===== src/rtl/router_in_port.sv =====
`default_nettype none
// ============================================================================
//  Module   : router_in_port
//  Purpose  : Router-side receiver for one endpoint link. Reassembles 32-bit
//             packets sent as 4 bytes (MSB first) over the put/free
//             handshake, buffers whole packets in a small FIFO and decodes
//             the destination field of the head packet into a one-hot
//             output-port request held until the crossbar acknowledges it.
//  Ports    : clk             - rising-edge clock
//             rst_b           - asynchronous active-low reset
//             put_inbound     - payload_inbound carries a valid byte
//             payload_inbound - packet byte, order [31:24] .. [7:0]
//             free_inbound    - registered: a full packet may be started
//             pkt_out         - head-of-FIFO packet (combinational read)
//             pkt_valid       - FIFO non-empty
//             req             - one-hot output-port request of head packet
//             pkt_ack         - crossbar took the head packet (pop)
//             proto_err       - sticky protocol-error flag
//  Options  : ROUTER_IN_PROTO_CHECK_EN - when defined, put gaps inside a
//             packet abort it and puts without free set proto_err.
//             When undefined proto_err is tied low.
//  Revision : 1.0 - initial release
// ============================================================================
module router_in_port #(
   parameter int DEPTH     = 2,
   parameter int NUM_PORTS = 4,
   parameter int DEST_LSB  = 24,
   parameter int DEST_W    = 2
) (
   input  logic                 clk,
   input  logic                 rst_b,
   input  logic                 put_inbound,
   input  logic [7:0]           payload_inbound,
   output logic                 free_inbound,
   output logic [31:0]          pkt_out,
   output logic                 pkt_valid,
   output logic [NUM_PORTS-1:0] req,
   input  logic                 pkt_ack,
   output logic                 proto_err
);

   localparam int PW = $clog2(DEPTH);
   localparam int CW = PW + 1;

   localparam logic [0:0] ST_IDLE = 1'b0;
   localparam logic [0:0] ST_RECV = 1'b1;

   logic [0:0]    state, state_nxt;
   logic [1:0]    bcnt, bcnt_nxt;
   logic [23:0]   shift, shift_nxt;
   logic          push;
   logic          pop;
   logic [31:0]   push_data;
   logic [PW-1:0] wr_ptr, rd_ptr;
   logic [CW-1:0] count, count_nxt;
   logic          free_nxt;
   logic [31:0]   mem [DEPTH];

`ifdef ROUTER_IN_PROTO_CHECK_EN
   logic          err_set;
   logic          err_r;
`endif

   // ------------------------------------------------------------------
   // Byte reassembly FSM
   // ------------------------------------------------------------------
   always_comb begin
      state_nxt = state;
      bcnt_nxt  = bcnt;
      shift_nxt = shift;
      push      = 1'b0;
`ifdef ROUTER_IN_PROTO_CHECK_EN
      err_set   = 1'b0;
`endif
      case (state)
         ST_RECV: begin
            if (put_inbound) begin
               shift_nxt = {shift[15:0], payload_inbound};
               if (bcnt == 2'd3) begin
                  push      = 1'b1;
                  bcnt_nxt  = 2'd0;
                  state_nxt = ST_IDLE;
               end else begin
                  bcnt_nxt = bcnt + 2'd1;
               end
            end
`ifdef ROUTER_IN_PROTO_CHECK_EN
            else begin
               // A gap inside a packet discards the partial packet.
               bcnt_nxt  = 2'd0;
               state_nxt = ST_IDLE;
               err_set   = 1'b1;
            end
`endif
         end
         default: begin
            if (put_inbound && free_inbound) begin
               shift_nxt = {16'd0, payload_inbound};
               bcnt_nxt  = 2'd1;
               state_nxt = ST_RECV;
            end
`ifdef ROUTER_IN_PROTO_CHECK_EN
            else if (put_inbound) begin
               err_set = 1'b1;
            end
`endif
         end
      endcase
   end

   assign push_data = {shift, payload_inbound};

   // ------------------------------------------------------------------
   // FIFO bookkeeping. free_inbound reserves a slot before the first
   // byte, so a push never lands on a full FIFO.
   // ------------------------------------------------------------------
   assign pkt_valid = (count != '0);
   assign pop       = pkt_ack && pkt_valid;
   assign count_nxt = count + CW'(push) - CW'(pop);
   assign free_nxt  = (state_nxt == ST_IDLE) && (count_nxt < CW'(DEPTH));
   assign pkt_out   = mem[rd_ptr];

   always_ff @(posedge clk or negedge rst_b) begin
      if (!rst_b) begin
         state        <= ST_IDLE;
         bcnt         <= 2'd0;
         shift        <= 24'd0;
         wr_ptr       <= '0;
         rd_ptr       <= '0;
         count        <= '0;
         free_inbound <= 1'b0;
         for (int i = 0; i < DEPTH; i++) begin
            mem[i] <= 32'd0;
         end
      end else begin
         state        <= state_nxt;
         bcnt         <= bcnt_nxt;
         shift        <= shift_nxt;
         count        <= count_nxt;
         free_inbound <= free_nxt;
         if (push) begin
            mem[wr_ptr] <= push_data;
            wr_ptr      <= wr_ptr + PW'(1);
         end
         if (pop) begin
            rd_ptr <= rd_ptr + PW'(1);
         end
      end
   end

   // ------------------------------------------------------------------
   // Destination decode: out-of-range destinations match no port.
   // ------------------------------------------------------------------
   for (genvar gi = 0; gi < NUM_PORTS; gi++) begin : g_req
      assign req[gi] = pkt_valid && (pkt_out[DEST_LSB +: DEST_W] == DEST_W'(gi));
   end

   // ------------------------------------------------------------------
   // Protocol error flag
   // ------------------------------------------------------------------
`ifdef ROUTER_IN_PROTO_CHECK_EN
   always_ff @(posedge clk or negedge rst_b) begin
      if (!rst_b) begin
         err_r <= 1'b0;
      end else if (err_set) begin
         err_r <= 1'b1;
      end
   end
   assign proto_err = err_r;
`else
   assign proto_err = 1'b0;
`endif

endmodule
`default_nettype wire


===== config.mk =====
export PLATFORM = sky130hd
export DESIGN_NAME = router_in_port
export DESIGN_NICKNAME = d
export VERILOG_FILES = /design/src/rtl/router_in_port.sv
export SDC_FILE = /design/constraint.sdc
export NUM_CORES = 1
export LEC_CHECK = 0
export CAP_MARGIN = 20
export CORE_AREA = 2 2 103 125
export CTS_CLUSTER_DIAMETER = 30
export DETAILED_ROUTE_END_ITERATION = 7
export DIE_AREA = 0 0 105 127
export PLACE_DENSITY = 0.6
export SLEW_MARGIN = 20
export SYNTH_ARGS = -nofsm -noshare
export SYNTH_HDL_FRONTEND = slang
export SYNTH_SLANG_ARGS = --single-unit

===== constraint.sdc =====
create_clock -name clk -period 5.1 [get_ports clk]
set_clock_uncertainty 0.05 [all_clocks]
set_input_delay 1.53 -clock clk [delete_from_list [all_inputs] [get_ports clk]]
set_output_delay 1.53 -clock clk [all_outputs]
set_load 0.005 [all_outputs]

==> reports/results.txt, run 1 <==
status - complete, no violations
Layout area overhead - 20.8%
first-pass GRT wire length - 12500 µm
leakage power total - 2.38 nW
Fmax achieved - 257 MHz
EDFF count, synth - 0
most frequent cells in the layout - dfrtp_1, mux2_2, clkdlybuf4s50_1
Design Power - 3.31 mW
die height - 127 µm
commonest non-fill, non-tap cell in the layout - dfrtp_1
wl on met1 - 3650 µm
design area - 5060 µm²
Clock transition at path regs - 0.06 ns
largest net degree at the start of global routing - 81
post-synth top area cell - dfrtp_1
HP Start - bcnt[0]
Yosys cell types - 27
final wirelength - 7480 µm
Final Hold Fails - 0
Hold WC Path Type - flop to flop
worst r2r path cells - 3
startpoint types - flop
CP required - 3.52 ns
asr flop ratio synth - 1.00
cell chain of the critical path - buf_4, mux2_2, clkdlybuf4s50_1
die area - 13300 µm²
Final HPWL DP - 4530 µm
placed cells - 458
Worst-Skew Late Latency - 0.34 ns
GRT overflow - 0
FF-to-FF End - mem[18]
initial antenna violation count - 0
Slew Limit Fails - 0
First DRT Iteration DRCs - 109
pre-CTS setup slack - 1.34 ns
worst hold endpoint - bcnt[0]
clk buf depth - 2
Post-synth top flop - dfrtp_1
fin nets - 323
Die W - 105 µm
post-CTS setup buffers - 0
drt wl/cell - 15.8 µm
Num Clock Sinks - 96
cts hold-fix bufs - 0
reg-to-reg setup timing slack - 2.97 ns
RR Startpoint - bcnt[0]
post-synthesis sequential area ratio - 0.573
layout cell share with drive strength beyond 1 - 0.390
worst-path fanout max - 24
met3 wire length - 188 µm
setup violators final - 0
I/O pin total - 51
slowest cell delay on critical path - 0.67 ns
YS warnings - 0
Initial Util - 0.349
Slew headroom - 0.396
minimum clock period - 3.89 ns
cts bufs inserted - 9
Core Area - 12000 µm²
Remaining DRCs - 0
RSZ-0062 raised after global routing - no
top cells by area, synth - dfrtp_1, mux2_2, mux2_4
drt via density - 4.69
top layer in use - met4
setup TNS - 0 ns
fin util - 0.422
top cell type's share of synthesized area - 0.573
row count - 44
Worst path slowest cell - dfrtp_1
Tcrit/Tclk final - 0.763
Met2 Wirelength - 3490 µm
antenna cell count - 0
CTS tree - yes
mean area per synthesized cell - 16.1 µm²
Area after DPL - 4770 µm²
pwr/cell area - 654 nW/µm²
Final Non-Filler Cells - 474
Critical Path End Type - output port
hold path cells - 1
worst setup margin - 1.21 ns
CP Class - flop to output port
GPL Wtd Cong - 0.700
Max-Cap Viols - 0
Total GRT Usage - 0.122
Pre-antenna DRT Iters - 4
syn nets - 276
ANT nets after route - 0
post-synthesis register bit count - 96
mapped cell area - 4190 µm²
post_cts resized - 0
PortBufs - 49
Clk Tree Root Cell - clkbuf_16
H-Tree Depth - 3
Vias - 2224
Max IR drop VDD - 227 µV
hold slack final - 0.429 ns
Slew @ Worst Pin - 0.904 ns
Post-Syn Instances - 261
vias in the first global route - 2372
CP arrival - 2.31 ns
[cells by family after synthesis]
family                   Yosys count  share of synthesized area
flip-flops                        96                      0.573
buffers and inverters             22                     0.0361
adder cells (fa/ha/maj)            3                    0.00896
other                              1                   0.000895
XOR/XNOR                           3                    0.00985
AND/OR/NAND/NOR                   10                     0.0203
AO/OA/AOI/OAI                     21                     0.0424
multiplexers                     105                      0.308
[cells in the mapped netlist, types with 2 or more instances]
library cell / count
clkbuf_1: 2
nor3_1: 4
mux2_1: 2
inv_1: 6
mux2_4: 30
dfrtp_1: 96
buf_2: 5
mux2i_1: 3
nor2_1: 2
a22o_1: 17
mux2_2: 70
ha_1: 3
buf_6: 6
buf_4: 2
[area by class of cell]
type	instances	area (µm²)
inverters	6	22.5
well taps	161	201
multi-input cells	143	1640
clock inverters	2	12.5
clock buffers	14	274
fillers	1136	6940
repair buffers	52	514
flip-flops and latches	96	2400
[flip-flops by register name (all words and copies together) (netlist names)]
register / count
free_inbound: 1
rd_ptr: 1
bcnt: 2
state: 1
count: 2
shift: 24
mem: 64
wr_ptr: 1
[report_power, final]
group	switching [mW]	total (mW)	internal (mW)	leakage, nW
Combinational	0.415	1.31	0.898	1.04
Clock	0.271	0.641	0.370	0.139
Sequential	0.243	1.36	1.11	1.20
[worst max path at each step]
stage	startpoint	endpoint	slack (ns)	cells after the start
floorplan	pkt_ack	free_inbound	2.39	7
global placement	put_inbound	mem[7]	1.39	3
detailed placement	put_inbound	mem[6]	1.34	3
CTS	rd_ptr	pkt_out[18]	1.13	3
global route	rd_ptr	req[0]	1.05	4
finish	rd_ptr	pkt_out[11]	1.21	3
[routing by layer]
metal  global-route usage  vias to the layer above
li1                     -                     1037
met1                0.168                     1145
met2                0.181                       33
met3               0.0357                        9
met4               0.0518                        0
met5                    0                        -
[critical path: cells and delay by family (launching register included)]
kind                   cells  cell delay, ns
buffers and inverters      2            0.91
DFF                        1            0.67
muxes                      1            0.40
No activity file was read; power rests on OpenSTA's default activity.
==> inputs of run 2 (changes only) <==
==> constraint.sdc (replaced) <==
create_clock -name clk -period 4.07 [get_ports clk]
set_clock_uncertainty 0.05 [all_clocks]
set_input_delay 1.221 -clock clk [delete_from_list [all_inputs] [get_ports clk]]
set_output_delay 1.221 -clock clk [all_outputs]
set_load 0.005 [all_outputs]
==> reports/results.txt, run 2 (synthesis results as in run 1) <==
status - complete, no violations
PortBufs - 49 (unchanged)
met3 wire length - 169 µm (-10%)
layout cell share with drive strength beyond 1 - 0.398 (+0.00831)
drt wl/cell - 15.6 µm (-1.4%)
Core Area - 12000 µm² (unchanged)
design area - 5090 µm² (+0.57%)
Pre-antenna DRT Iters - 4 (unchanged)
Num Clock Sinks - 96 (unchanged)
final wirelength - 7390 µm (-1.2%)
Remaining DRCs - 0 (unchanged)
fin util - 0.424 (+0.00240)
ANT nets after route - 0 (unchanged)
Layout area overhead - 21.5%
wl on met1 - 3500 µm (-4.2%)
cts hold-fix bufs - 0 (unchanged)
Initial Util - 0.349 (unchanged)
Fill cells - 1143 (+0.62%)
initial antenna violation count - 0 (unchanged)
Slew @ Worst Pin - 0.730 ns (-0.174 ns)
max reg flops - 64 (unchanged)
Slew Limit Fails - 0 (unchanged)
largest net degree at the start of global routing - 97 (+20%)
post_cts resized - 0 (unchanged)
Final HPWL DP - 4610 µm (+1.8%)
Vias - 2242 (+0.81%)
Critical Path End Type - output port
fin nets - 324 (+0.31%)
biggest regs - mem: 64 flops, shift: 24 flops
CP Class - flop to output port
minimum clock period - 3.47 ns
Max IR drop VDD - 257 µV (+13%)
RSZ-0062 raised after global routing - no
Area after DPL - 4820 µm² (+0.94%)
Total GRT Usage - 0.120 (-0.00245)
leakage power total - 2.38 nW (+0.13%)
startpoint types - flop
setup TNS - 0 ns (unchanged)
Max-Cap Viols - 0 (unchanged)
I/O pin total - 51 (unchanged)
Hold WC Path Type - flop to flop
vias in the first global route - 2354 (-0.76%)
row count - 44 (unchanged)
Tcrit/Tclk final - 0.852
CP required - 2.80 ns (-0.72 ns)
top layer in use - met4
pwr/cell area - 811 nW/µm² (+24%)
Worst path slowest cell - dfrtp_1
reg-to-reg setup timing slack - 2.13 ns (-0.84 ns)
Slew headroom - 0.513 (+0.117)
Final Hold Fails - 0 (unchanged)
worst-path fanout max - 9 (-63%)
setup violators final - 0 (unchanged)
GPL Wtd Cong - 0.709 (+1.3%)
Clock transition at path regs - 0.06 ns (about the same)
area of the multi-input gates - 1640 µm² (unchanged)
First DRT Iteration DRCs - 106 (-2.8%)
drt via density - 4.72 (+0.60%)
most frequent cells in the layout - dfrtp_1, mux2_2, clkdlybuf4s50_1
CP arrival - 2.20 ns (-0.11 ns)
Worst-Skew Late Latency - 0.34 ns (about the same)
post-CTS setup buffers - 0 (unchanged)
Met2 Wirelength - 3570 µm (+2.3%)
cell chain of the critical path - mux2i_1, inv_1, nor3_1, clkdlybuf4s50_1
CTS tree - yes
first-pass GRT wire length - 12400 µm (-1.2%)
GRT overflow - 0 (unchanged)
Die W - 105 µm (unchanged)
antenna cell count - 0 (unchanged)
Fmax achieved - 288 MHz
FF/Latch Area - 2400 µm² (unchanged)
Reg with most FFs - mem
die area - 13300 µm² (unchanged)
die height - 127 µm (unchanged)
slowest cell delay on critical path - 0.66 ns (about the same)
clk buf depth - 2 (unchanged)
Clk Tree Root Cell - clkbuf_16
cts bufs inserted - 9 (unchanged)
commonest non-fill, non-tap cell in the layout - dfrtp_1
H-Tree Depth - 3 (unchanged)
run 2: path summary, 6_finish.rpt:
path	from	endpoint	depth (start not counted)
min reg2reg	bcnt[0]	bcnt[0]	1
min	bcnt[0]	bcnt[0]	1
max in group asynchronous	rst_b	shift[15]	2
min in group asynchronous	rst_b	mem[1]	2
max	rd_ptr	req[1]	4
max reg2reg	bcnt[0]	mem[38]	3
run 2: stage by stage:
stage | hold WS [ns] | power [mW] | std cells | setup slack (ns)
2_1_floorplan | 0.407 | 2.66 | 261 | 1.67
4_1_cts | 0.436 | 4.21 | 475 | 0.539
5_1_grt | 0.461 | 4.41 | 475 | 0.428
3_3_place_gp | 0.418 | 3.37 | 459 | 0.861
3_5_place_dp | 0.427 | 3.41 | 459 | 0.834
6_report | 0.434 | 4.13 | 475 | 0.601
run 2: final cells by class:
| type | count | area share |
|---|---|---|
| Clock inverter | 7 | 0.00958 |
| Tap cell | 161 | 0.0396 |
| Sequential cell | 96 | 0.472 |
| Multi-Input combinational cell | 143 | 0.321 |
| Clock buffer | 9 | 0.0442 |
| Inverter | 6 | 0.00442 |
| Timing Repair Buffer | 53 | 0.109 |
run 2: layer usage:
metal | track usage | up-vias
met2 | 0.184 | 33
met3 | 0.0209 | 11
met1 | 0.160 | 1157
met5 | 0 | -
li1 | - | 1041
met4 | 0.0682 | 0
run 2: worst max-delay path, delay by kind of cell, from the launching register on:
family / cells / cell delay (ns)
DFF: 1 / 0.66
buffers and inverters: 2 / 0.64
muxes: 1 / 0.36
and+or+nand+nor: 1 / 0.20
run 2: report_power, final:
| group | internal [mW] | total (mW) | switching [mW] |
|---|---|---|---|
| combinational | 1.14 | 1.67 | 0.525 |
| sequential | 1.40 | 1.70 | 0.303 |
| clock | 0.412 | 0.767 | 0.355 |
| total | 2.95 | 4.13 | 1.18 |
==> inputs of run 3 (changes only) <==
--- a/config.mk
+++ b/config.mk
@@ -10,6 +10,7 @@
 export CTS_CLUSTER_DIAMETER = 30
 export DETAILED_ROUTE_END_ITERATION = 7
 export DIE_AREA = 0 0 105 127
+export GPL_ROUTABILITY_DRIVEN = 0
 export PLACE_DENSITY = 0.6
 export SLEW_MARGIN = 20
 export SYNTH_ARGS = -nofsm -noshare
==> results of run 3 <==
The final DEF is identical to that of run 2; final timing and power are the same.
